===== src/rtl/mem_access_unit.sv =====
// Load/store unit bridging an RV32I core to a single-port word RAM.
// Handles byte/half/word sizing, alignment checks, lane steering and a RAM ack timeout.
module mem_access_unit #(
    parameter int unsigned TIMEOUT = 16
) (
    input  logic        clk,
    input  logic        rst,
    input  logic        req,
    input  logic        we,
    input  logic [2:0]  funct3,
    input  logic [31:0] addr,
    input  logic [31:0] wdata,
    output logic        busy,
    output logic        done,
    output logic [31:0] rdata,
    output logic        err,
    output logic [1:0]  err_code,
    output logic        ram_req,
    output logic        ram_we,
    output logic [31:0] ram_addr,
    output logic [3:0]  ram_wmask,
    output logic [31:0] ram_wdata,
    input  logic        ram_ack,
    input  logic [31:0] ram_rdata
);

    localparam int unsigned CNT_W = 8;
    localparam logic [1:0]  CODE_MISALIGN = 2'b01;
    localparam logic [1:0]  CODE_ILLEGAL  = 2'b10;
    localparam logic [1:0]  CODE_TIMEOUT  = 2'b11;

    typedef enum logic [1:0] {IDLE, WAIT, RESP, ERR} state_e;

    state_e             state_q, state_d;
    logic               we_q, we_d;
    logic [2:0]         f3_q, f3_d;
    logic [1:0]         lane_q, lane_d;
    logic [CNT_W-1:0]   cnt_q, cnt_d;
    logic [1:0]         code_q, code_d;
    logic               busy_q, busy_d;
    logic               done_q, done_d;
    logic               err_q, err_d;
    logic [1:0]         err_code_q, err_code_d;
    logic [31:0]        rdata_q, rdata_d;
    logic               ram_req_q, ram_req_d;
    logic               ram_we_q, ram_we_d;
    logic [31:0]        ram_addr_q, ram_addr_d;
    logic [3:0]         ram_wmask_q, ram_wmask_d;
    logic [31:0]        ram_wdata_q, ram_wdata_d;

    logic               legal_c;
    logic               misaligned_c;
    logic [3:0]         wmask_c;
    logic [31:0]        wdata_rep_c;
    logic [31:0]        shifted_c;
    logic [31:0]        load_c;

    // Incoming request decode: legality, alignment, lane mask and replicated store data.
    always_comb begin
        legal_c      = we ? (funct3 inside {3'b000, 3'b001, 3'b010})
                          : (funct3 inside {3'b000, 3'b001, 3'b010, 3'b100, 3'b101});
        misaligned_c = 1'b0;
        wmask_c      = 4'b1111;
        wdata_rep_c  = wdata;
        case (funct3[1:0])
            2'b00: begin
                wmask_c     = 4'b0001 << addr[1:0];
                wdata_rep_c = {4{wdata[7:0]}};
            end
            2'b01: begin
                misaligned_c = addr[0];
                wmask_c      = 4'b0011 << addr[1:0];
                wdata_rep_c  = {2{wdata[15:0]}};
            end
            default: misaligned_c = (addr[1:0] != 2'b00);
        endcase
        if (!we) begin
            wmask_c = 4'b0000;
        end
    end

    // Read word steering; a word access always has lane 0 so the shift is a no-op there.
    always_comb begin
        shifted_c = ram_rdata >> {lane_q, 3'b000};
        case (f3_q)
            3'b000:  load_c = {{24{shifted_c[7]}}, shifted_c[7:0]};
            3'b001:  load_c = {{16{shifted_c[15]}}, shifted_c[15:0]};
            3'b100:  load_c = {24'h000000, shifted_c[7:0]};
            3'b101:  load_c = {16'h0000, shifted_c[15:0]};
            default: load_c = shifted_c;
        endcase
    end

    always_comb begin
        state_d     = state_q;
        we_d        = we_q;
        f3_d        = f3_q;
        lane_d      = lane_q;
        cnt_d       = cnt_q;
        code_d      = code_q;
        rdata_d     = rdata_q;
        ram_we_d    = ram_we_q;
        ram_addr_d  = ram_addr_q;
        ram_wmask_d = ram_wmask_q;
        ram_wdata_d = ram_wdata_q;
        done_d      = 1'b0;
        err_d       = 1'b0;
        err_code_d  = 2'b00;

        case (state_q)
            IDLE: begin
                if (req) begin
                    we_d   = we;
                    f3_d   = funct3;
                    lane_d = addr[1:0];
                    if (!legal_c) begin
                        code_d  = CODE_ILLEGAL;
                        state_d = ERR;
                    end else if (misaligned_c) begin
                        code_d  = CODE_MISALIGN;
                        state_d = ERR;
                    end else begin
                        cnt_d       = '0;
                        ram_we_d    = we;
                        ram_addr_d  = {addr[31:2], 2'b00};
                        ram_wmask_d = wmask_c;
                        ram_wdata_d = wdata_rep_c;
                        state_d     = WAIT;
                    end
                end
            end
            WAIT: begin
                // An ack in the final allowed cycle still completes the access.
                if (ram_ack) begin
                    if (!we_q) begin
                        rdata_d = load_c;
                    end
                    state_d = RESP;
                end else if (cnt_q == CNT_W'(TIMEOUT - 1)) begin
                    code_d  = CODE_TIMEOUT;
                    state_d = ERR;
                end else begin
                    cnt_d = cnt_q + CNT_W'(1);
                end
            end
            RESP: begin
                done_d  = 1'b1;
                state_d = IDLE;
            end
            ERR: begin
                err_d      = 1'b1;
                err_code_d = code_q;
                state_d    = IDLE;
            end
            default: state_d = IDLE;
        endcase

        ram_req_d = (state_d == WAIT);
        busy_d    = (state_d != IDLE);
    end

    always_ff @(posedge clk or negedge rst) begin
        if (!rst) begin
            state_q     <= IDLE;
            we_q        <= 1'b0;
            f3_q        <= 3'b000;
            lane_q      <= 2'b00;
            cnt_q       <= '0;
            code_q      <= 2'b00;
            busy_q      <= 1'b0;
            done_q      <= 1'b0;
            err_q       <= 1'b0;
            err_code_q  <= 2'b00;
            rdata_q     <= 32'h0;
            ram_req_q   <= 1'b0;
            ram_we_q    <= 1'b0;
            ram_addr_q  <= 32'h0;
            ram_wmask_q <= 4'b0000;
            ram_wdata_q <= 32'h0;
        end else begin
            state_q     <= state_d;
            we_q        <= we_d;
            f3_q        <= f3_d;
            lane_q      <= lane_d;
            cnt_q       <= cnt_d;
            code_q      <= code_d;
            busy_q      <= busy_d;
            done_q      <= done_d;
            err_q       <= err_d;
            err_code_q  <= err_code_d;
            rdata_q     <= rdata_d;
            ram_req_q   <= ram_req_d;
            ram_we_q    <= ram_we_d;
            ram_addr_q  <= ram_addr_d;
            ram_wmask_q <= ram_wmask_d;
            ram_wdata_q <= ram_wdata_d;
        end
    end

    assign busy      = busy_q;
    assign done      = done_q;
    assign err       = err_q;
    assign err_code  = err_code_q;
    assign rdata     = rdata_q;
    assign ram_req   = ram_req_q;
    assign ram_we    = ram_we_q;
    assign ram_addr  = ram_addr_q;
    assign ram_wmask = ram_wmask_q;
    assign ram_wdata = ram_wdata_q;

endmodule

===== config.mk =====
export PLATFORM = sky130hd
export DESIGN_NAME = mem_access_unit
export DESIGN_NICKNAME = d
export VERILOG_FILES = /design/src/rtl/mem_access_unit.sv
export SDC_FILE = /design/constraint.sdc
export NUM_CORES = 1
export LEC_CHECK = 0
export BUFFER_PORTS_ARGS = -buffer_cell sky130_fd_sc_hd__buf_2
export CORE_MARGIN = 2
export CORE_UTILIZATION = 40
export DETAILED_ROUTE_END_ITERATION = 10
export PLACE_DENSITY = 0.7
export SETUP_SLACK_MARGIN = 0.4
export SLEW_MARGIN = 0
export SYNTH_ARGS = -nofsm -noshare
export SYNTH_HDL_FRONTEND = slang
export SYNTH_SLANG_ARGS = --single-unit

===== constraint.sdc =====
create_clock -name clk -period 2 [get_ports clk]
set_clock_uncertainty 0.05 [all_clocks]
set_input_delay 0.2 -clock clk [delete_from_list [all_inputs] [get_ports clk]]
set_output_delay 0.2 -clock clk [all_outputs]
set_load 0.02 [all_outputs]

==> key figures <==
Worst setup path
  • FF-to-FF path depth: 6
  • Critical Path AT: 2.13 ns
  • CP max FO: 7
  • Worst setup EP type: flip-flop
  • R2R Setup Slk: 0.17 ns
  • Worst path cell trace: ha_2 > and3_4 > a21oi_4 > o211ai_4 > or4_1 > a21oi_1
  • Slowest CP cell: or4_1
  • Worst R2R End: cnt_q[5]$_DFFE_PN0P_
  • Worst r2r src: cnt_q[1]$_DFFE_PN0P_
  • CP max stage delay: 0.48 ns
  • Worst EP required: 2.29 ns
  • Worst setup SP type: flip-flop
  • Crit Path Class: reg -> reg

Yosys
  • Synth Instances: 585
  • Netlist Area Pre-Place: 5640 um2
  • Async S/R FF share, synth: 100%
  • Register area share after synthesis: 54.6%
  • Most frequent cells after synthesis: nand2_1 (167), dfrtp_1 (123), mux2i_1 (41), nor2_1 (35), o21ai_0 (35)
  • Predominant post-synthesis flop cell: dfrtp_1
  • Most frequent cell after synthesis: nand2_1
  • Distinct cells, synth: 45
  • Avg Inst Size Synth: 9.63 um2
  • Yosys top cell area share: 54.6%
  • Ys Warns: 0
  • Post-synth top area cell: dfrtp_1
  • Seq cells post-synth: 123
  • Synth top area cells: dfrtp_1 (55%), nand2_1 (11%), mux2i_1 (7.3%)
  • Post-synth EDFFs: 0

Floorplan
  • Chip Width: 123 um
  • Die span in y: 123 um
  • Die Area: 15100 um2
  • Rows: 43
  • Core Box Area: 13800 um2
  • Io pins: 211
  • Initial Utilization: 40.8%

Place
  • I/O Buffers: 208
  • DP HPWL: 11.5 mm
  • Pre-CTS setup slack: -0.0152 ns
  • Placed cell count: 956
  • GP Congestion: 0.834
  • DP Area: 7030 um2

CTS
  • CTS clk-pin slew, worst paths: 0.06 ns
  • TritonCTS Sinks: 123
  • Clock Path Buffers: 2
  • Total CTS buffers: 17
  • CTS root buffer: clkbuf_16
  • CTS tree: yes
  • H-tree depth: 4
  • Clk_lat worst skew: 0.42 ns

STA
  • Fin worst setup slack: 0.168 ns
  • Unrepaired setup endpoints after global routing: yes
  • Finish-stage setup viols: 0
  • Relative slew slack: 60.2%
  • Minimum clock period: 1.83 ns
  • FMAX: 546 MHz
  • Worst-Margin Slew: 0.597 ns
  • Hold WS: 0.0139 ns
  • Final Cycle Share: 91.6%
  • Final hold viol count: 0
  • Max Slew Vio Count: 0

Worst hold path
  • Hold Crit Endpoint: ram_wdata[4]$_DFFE_PN0P_
  • Hold depth: 3
  • HP Start: wdata[4]
  • Hold Crit Class: in -> reg

Global routing
  • Grt ovf: 0
  • Largest net degree at the start of global routing: 50
  • Antenna violations before repair: 1
  • Overall Global Routing Usage: 23.6%
  • Number of global-route vias before repair: 5396
  • First-pass GRT wire length: 27.2 mm

Power and ir drop
  • Pwr dens: 1580 nW/um2
  • Total power: 14300 uW
  • Peak VDD IR: 0.898 mV
  • Leak: 0.00454 uW

Cells and area
  • Area delta synth->final: 60.5%
  • Fillers: 1051
  • Design Area, Final: 9050 um2
  • Non-filler cells, final: 1084
  • Nets: 996
  • Ratio of cells with drive above 1 in the final layout: 42.5%
  • Number of diodes: 0

Route
  • DRT Pass-1 Iters: 5
  • Vias: 5658
  • Per-cell routed wire length: 18.3 um
  • 1st-iter DRT viols: 407
  • DR vias/cell: 5.22
  • WL final: 19.8 mm
  • ANT nets after route: 0
  • Drt drc: 0

Status
  • Status: finished, final reports clean

Run
  • Max Cap Violations: 0
area by class of cell:
| type | count | area (um2) | area share [%] |
|---|---|---|---|
| multi-input combinational | 424 | 2720 | 30.0 |
| timing repair buffer | 320 | 2430 | 26.9 |
| inverter | 5 | 21.3 | 0.235 |
| clock inverter | 13 | 118 | 1.30 |
| sequential | 123 | 3080 | 34.1 |
| clock buffer | 19 | 453 | 5.01 |
| tap | 180 | 225 | 2.49 |
logic make-up after synthesis:
| logic type | synth area share, % |
|---|---|
| DFF | 54.6 |
| muxes | 9.88 |
| AOI/OAI and AO/OA | 12.8 |
| adders and majority gates | 0.222 |
| xor gates and xnor gates | 0.155 |
| and+or+nand+nor | 18.9 |
| other | 0.0665 |
| buffers and inverters | 3.31 |
worst max-delay path by stage:
stage	slack (ns)	cells after the start	startpoint	endpoint
after global routing	0.13	6	cnt_q[1]$_DFFE_PN0P_	cnt_q[5]$_DFFE_PN0P_
after floorplan	0.26	6	cnt_q[0]$_DFFE_PN0P_	cnt_q[5]$_DFFE_PN0P_
after CTS	0.23	6	cnt_q[1]$_DFFE_PN0P_	cnt_q[5]$_DFFE_PN0P_
after detailed placement	-0.02	5	lane_q[1]$_DFFE_PN0P_	rdata[20]$_DFFE_PN0P_
after global placement	-0.002	5	lane_q[1]$_DFFE_PN0P_	rdata[17]$_DFFE_PN0P_
final	0.17	6	cnt_q[1]$_DFFE_PN0P_	cnt_q[5]$_DFFE_PN0P_
worst max-delay path: cells and delay by family, from the launching register on:
kind | cells | cell delay (ns)
adder cells (fa/ha/maj) | 1 | 0.20
AO/OA/AOI/OAI | 3 | 0.45
AND/OR/NAND/NOR | 2 | 0.67
flip-flops | 1 | 0.38
registers in the layout (all words and copies together), names as in the netlist, 3 cells and up:
name and cells:
cnt_q 8, rdata 32, ram_wdata 32, f3_q 3, ram_addr 30, ram_wmask 4
per-layer routing:
layer / routed length (um) / GRT usage, %
met1: 7680 / 28.1
met2: 10100 / 40.7
met3: 1560 / 7.16
met4: 471 / 7.83
met5: 13 / 0
stage by stage:
step,util (%),TNS (ns)
final,65.4,0
after global routing,65.4,0
after CTS,60.0,0
after detailed placement,50.8,-0.0272
after global placement,50.8,-0.00648
after floorplan,-,0
report_power, final:
part / switching [uW] / leakage, uW / internal, uW / total [uW]
Sequential: 805 / 0.00151 / 3650 / 4460
Combinational: 3890 / 0.00277 / 2960 / 6850
Clock: 1210 / 0.000268 / 1780 / 2980
Total: 5900 / 0.00454 / 8390 / 14300
what timing repair did:
action / in CTS / in global routing
hold endpoints to repair: 75 / 0
hold buffers: 39 / 0
pin swaps: 10 / 21
buffers inserted: 21 / 18
cloned: 2 / 16
gates resized for setup: 23 / 73
setup endpoints to repair: 110 / 67
layout by cell type, fill, tap and decap left out, types with 4 or more instances in the layout:
| master | n |
|---|---|
| a21oi_2 | 7 |
| nor2_1 | 34 |
| o21ai_1 | 17 |
| nand3_1 | 4 |
| a21oi_1 | 26 |
| clkinvlp_4 | 5 |
| mux2i_1 | 38 |
| nand2_2 | 8 |
| mux2_4 | 10 |
| o21ai_0 | 27 |
| nor2b_1 | 10 |
| clkbuf_16 | 28 |
| nand2_4 | 8 |
| buf_12 | 11 |
| buf_2 | 207 |
| and2_1 | 9 |
| o22a_1 | 18 |
| dlygate4sd3_1 | 39 |
| dfrtp_2 | 5 |
| dfrtp_1 | 118 |
| a211oi_1 | 7 |
| buf_6 | 16 |
| buf_4 | 31 |
| nand2_1 | 150 |
Note: power is estimated with default switching activity, not from simulation.
